### config.mk
export PLATFORM = sky130hd
export DESIGN_NAME = image_uart_tx
export DESIGN_NICKNAME = d
export VERILOG_FILES = /design/src/rtl/image_uart_tx.sv
export SDC_FILE = /design/constraint.sdc
export NUM_CORES = 1
export LEC_CHECK = 0
export BUFFER_PORTS_ARGS = -buffer_cell sky130_fd_sc_hd__clkbuf_2
export CORE_UTILIZATION = 55
export DETAILED_ROUTE_END_ITERATION = 16
export PLACE_DENSITY_LB_ADDON = 0.05
export SLEW_MARGIN = 10
export SYNTH_ARGS = -nofsm -noshare
export SYNTH_HDL_FRONTEND = slang
export SYNTH_SLANG_ARGS = --single-unit
export TNS_END_PERCENT = 5
### constraint.sdc
create_clock -name clk_i -period 2.5 [get_ports clk_i]
set_input_delay 0.125 -clock clk_i [delete_from_list [all_inputs] [get_ports clk_i]]
set_output_delay 0.125 -clock clk_i [all_outputs]
set_load 0.005 [all_outputs]
### src/rtl/image_uart_tx.sv
// Image buffer reader: fetches each word through a synchronous-read port and sends its low byte
// as an 8N1 UART frame, LSB first. Define IMG_TX_PARITY_EN for an even-parity bit (8E1 frame).
module image_uart_tx #(
  parameter int unsigned BAUD_DIV   = 434,
  parameter int unsigned ADDR_W     = 18,
  parameter int unsigned NUM_PIXELS = 262144,
  parameter int unsigned BASE_ADR   = 0
) (
  input  logic              clk_i,
  input  logic              rst_ni,
  input  logic              start_i,
  output logic [ADDR_W-1:0] mem_adr_o,
  output logic              mem_rd_o,
  input  logic [31:0]       mem_data_i,
  output logic              tx_o,
  output logic              busy_o,
  output logic              done_o,
  output logic [ADDR_W-1:0] pix_idx_o
);

  localparam logic [15:0]       BaudLast = 16'(BAUD_DIV - 1);
  localparam logic [ADDR_W-1:0] AdrBase  = ADDR_W'(BASE_ADR);
  localparam logic [ADDR_W-1:0] PixLast  = ADDR_W'(NUM_PIXELS - 1);

  typedef enum logic [2:0] {
    StIdle,
    StFetch,
    StLoad,
    StStart,
    StData,
`ifdef IMG_TX_PARITY_EN
    StParity,
`endif
    StStop,
    StNext
  } state_e;

  state_e            state_q;
  logic [15:0]       cnt_q, cnt_d;
  logic [2:0]        bit_q;
  logic [7:0]        shift_q;
  logic              tx_q, busy_q, done_q, rd_q;
  logic [ADDR_W-1:0] adr_q, pix_q;
  logic              bit_end;
`ifdef IMG_TX_PARITY_EN
  logic              par_q;
`endif

  // Only the low byte of each word is transmitted.
  logic unused_hi;
  assign unused_hi = ^mem_data_i[31:8];

  always_comb begin
    bit_end = (cnt_q == BaudLast);
    cnt_d   = bit_end ? 16'd0 : cnt_q + 16'd1;
  end

  always_ff @(posedge clk_i or negedge rst_ni) begin
    if (!rst_ni) begin
      state_q <= StIdle;
      cnt_q   <= '0;
      bit_q   <= '0;
      shift_q <= '0;
      tx_q    <= 1'b1;
      busy_q  <= 1'b0;
      done_q  <= 1'b0;
      rd_q    <= 1'b0;
      adr_q   <= AdrBase;
      pix_q   <= '0;
`ifdef IMG_TX_PARITY_EN
      par_q   <= 1'b0;
`endif
    end else begin
      done_q <= 1'b0;
      rd_q   <= 1'b0;
      cnt_q  <= '0;
      unique case (state_q)
        StIdle: begin
          if (start_i) begin
            state_q <= StFetch;
            pix_q   <= '0;
            adr_q   <= AdrBase;
            busy_q  <= 1'b1;
            rd_q    <= 1'b1;
          end
        end
        StFetch: state_q <= StLoad;
        StLoad: begin
          shift_q <= mem_data_i[7:0];
`ifdef IMG_TX_PARITY_EN
          par_q   <= ^mem_data_i[7:0];
`endif
          tx_q    <= 1'b0;
          state_q <= StStart;
        end
        StStart: begin
          cnt_q <= cnt_d;
          if (bit_end) begin
            state_q <= StData;
            tx_q    <= shift_q[0];
            bit_q   <= '0;
          end
        end
        StData: begin
          cnt_q <= cnt_d;
          if (bit_end) begin
            if (bit_q == 3'd7) begin
`ifdef IMG_TX_PARITY_EN
              state_q <= StParity;
              tx_q    <= par_q;
`else
              state_q <= StStop;
              tx_q    <= 1'b1;
`endif
            end else begin
              shift_q <= {1'b0, shift_q[7:1]};
              tx_q    <= shift_q[1];
              bit_q   <= bit_q + 3'd1;
            end
          end
        end
`ifdef IMG_TX_PARITY_EN
        StParity: begin
          cnt_q <= cnt_d;
          if (bit_end) begin
            state_q <= StStop;
            tx_q    <= 1'b1;
          end
        end
`endif
        StStop: begin
          cnt_q <= cnt_d;
          if (bit_end) begin
            if (pix_q == PixLast) begin
              state_q <= StIdle;
              done_q  <= 1'b1;
              busy_q  <= 1'b0;
            end else begin
              state_q <= StNext;
            end
          end
        end
        StNext: begin
          pix_q   <= pix_q + 1'b1;
          adr_q   <= adr_q + 1'b1;
          rd_q    <= 1'b1;
          state_q <= StFetch;
        end
        default: state_q <= StIdle;
      endcase
    end
  end

  assign mem_adr_o = adr_q;
  assign mem_rd_o  = rd_q;
  assign tx_o      = tx_q;
  assign busy_o    = busy_q;
  assign done_o    = done_q;
  assign pix_idx_o = pix_q;

endmodule

==> results.cfg <==
[synthesis]
yosysSeqAreaShare_pct = 48.58
syn_inst = 358
yosysTopAreaCell = dfrtp_1
synth_cell_type_count = 55
synth_edf_count = 0
synth_seq_cells = 70
ys_async_sr_fraction_pct = 100.0
syn-num-nets = 399
synth_top_area_share_pct = 47.85
synth_area_leaders = dfrtp_1, mux2_2, nand2_1
synth_area_mm2 = 0.003608
synth_warnings = 0
ys.flop_type = dfrtp_1
syn_avg_cell_area_um2 = 10.08

[floorplanning]
io_pins = 75
fp-row-count = 29
dieArea_mm2 = 0.006889
initial_core_util_pct = 56.83
die_w_um = 83
coreArea_mm2 = 0.006350
die_y_um = 83

[pwr]
total_power_mw = 2.186
leakagePower_nw = 1.900
p_per_area_mw_per_mm2 = 521.2
ir_drop_mv = 0.3035

[place]
pre_cts_ws_ps = 338.1
port_buffers = 50
placed_cell_area_mm2 = 0.003969
placed_cells = 479
gp_congestion = 0.8211
dpl.hpwl_mm = 5.271

[critical_path]
crit_type = register to register
required_ps = 2720
reg2reg_depth = 6
worstPathArrival_ps = 2430
cp-start-kind = register
path_max_fanout = 8
endpoint_kind = register

[timing]
rsz0062_at_grt = no
hold_viol_final = 0
finClkSkew_ps = 8.755
period_minus_slack_ps = 2210
finalSetupTns_ps = 0
layout_setup_ws_ps = 290.5
fmax_mhz = 452.6
period_share_pct = 88.38
worst_pin_slew_ps = 732.1
whs_ps = 36.19
slew_headroom_pct = 51.19
setup_viol = 0
maxSlewViolCount = 0

[layout]
drive_gt1_share_pct = 23.39
layout_common_cells = dfrtp_1, clkbuf_2, nand2_1
syn_to_final_growth_pct = 16.23
fin_nets = 455
final_util_pct = 66.05
fin_cells = 496
layout_commonest_cell = dfrtp_1
fin_area_mm2 = 0.004194
insertedDiodeCount = 0

[clocking]
cts-buffers-inserted = 9
clk_latency_ps = 340
h-tree-depth = 3
ctsResizeCount = 0
cts_tree = built
clk_pin_slew_ps = 70
cts.sinks = 70
cts_root_buf = clkbuf_8
clockBufferDepth = 2

[grt]
grt_overflow = 0
grt_start_max_net_pins = 32
grt_pass1_vias = 2824
grt_antenna_before_repair = 0
grt_first_pass_wirelength_mm = 13.52
grt_usage_pct = 24.14

[flow_run]
max-cap-violations = 0

[route]
wl_per_cell_um = 15.43
vias_per_cell = 5.984
drt_iter0_markers = 151
wirelength_mm = 7.651
vias = 2968
drt_first_pass_iters = 4
postRouteAntennaNets = 0
drc = 0

[run_status]
outcome = finished, final reports clean

[hold_path]
worstHoldPathCells = 3
hold_class = input port to register
[worst max-delay path, stage by stage (launching register included)]
cell and delay [ps]:
dfrtp_1 410, inv_1 70, ha_1 120, nor3b_1 380, nand4_4 160, a311oi_4 560, mux2_2 390
[logic make-up after synthesis]
| family | share of synthesized area (%) |
|---|---|
| multiplexers | 7.143 |
| XOR/XNOR | 2.913 |
| buffers and inverters | 3.155 |
| flip-flops | 48.58 |
| AND/OR/NAND/NOR | 22.02 |
| adder cells (fa/ha/maj) | 2.080 |
| AO/OA/AOI/OAI | 14.11 |
[Yosys cell counts (3+ instances only)]
master / n
inv_1: 12
mux2i_1: 10
a22o_1: 5
nor4_1: 9
a21oi_1: 6
o41ai_1: 4
nor2b_1: 3
and3_1: 5
xor2_1: 3
xnor2_1: 9
ha_1: 6
and4_1: 6
o31ai_1: 10
clkbuf_1: 12
o21ai_0: 18
nand3_1: 17
o211ai_1: 9
nand2_1: 39
nand4_1: 14
dfrtp_1: 69
nor3_1: 8
nor2_1: 25
buf_2: 3
mux2_2: 13
or3_1: 4
o311ai_0: 3
[power breakdown]
part | internal (mW) | total [mW] | switching [mW]
combinational | 0.0194 | 0.0491 | 0.0297
clock | 0.587 | 0.995 | 0.408
sequential | 1.14 | 1.14 | 0.00334
[final timing paths]
check,start,to,slack (ps)
worst max-delay path,cnt_q[1]$_DFF_PN0_,shift_q[4]$_DFFE_PN0P_,290
worst min-delay path,mem_data_i[7],shift_q[7]$_DFFE_PN0P_,40
worst max register to register,cnt_q[1]$_DFF_PN0_,shift_q[4]$_DFFE_PN0P_,290
worst min register to register,mem_adr_o[17]$_DFFE_PN0P_,mem_adr_o[17]$_DFFE_PN0P_,480
max in group asynchronous,rst_ni,tx_o$_DFFE_PN1P_,1310
min in group asynchronous,rst_ni,cnt_q[8]$_DFF_PN0_,380
[sequential cells by signal, summed over array words and instances, names as in the netlist]
name	count
mem_rd_o	1
busy_o	1
done_o	1
tx_o	1
state_q	3
pix_idx_o	18
cnt_q	16
shift_q	8
mem_adr_o	18
bit_q	3
[timing repair]
item	4_1_cts	5_1_grt
hold buffers	1	0
buffers inserted	0	0
endpoints found under the hold margin	28	0
[area by class of cell]
cell class / instances / area (um^2)
flip-flops and latches: 70 / 1753
well taps: 77 / 96.34
inverters: 12 / 45.04
clock inverters: 4 / 70.07
fillers: 529 / 2156
repair buffers: 62 / 342.8
multi-input cells: 259 / 1742
clock buffers: 12 / 145.1
[metal layers]
layer | wire [um] | up-vias | global-route usage, %
met4 | 80 | 0 | 7.367
met3 | 268 | 7 | 4.970
met2 | 3720 | 60 | 38.45
li1 | - | 1441 | -
met1 | 3582 | 1460 | 33.36
met5 | 0 | - | 0
Power figures use the tool's default switching activity.
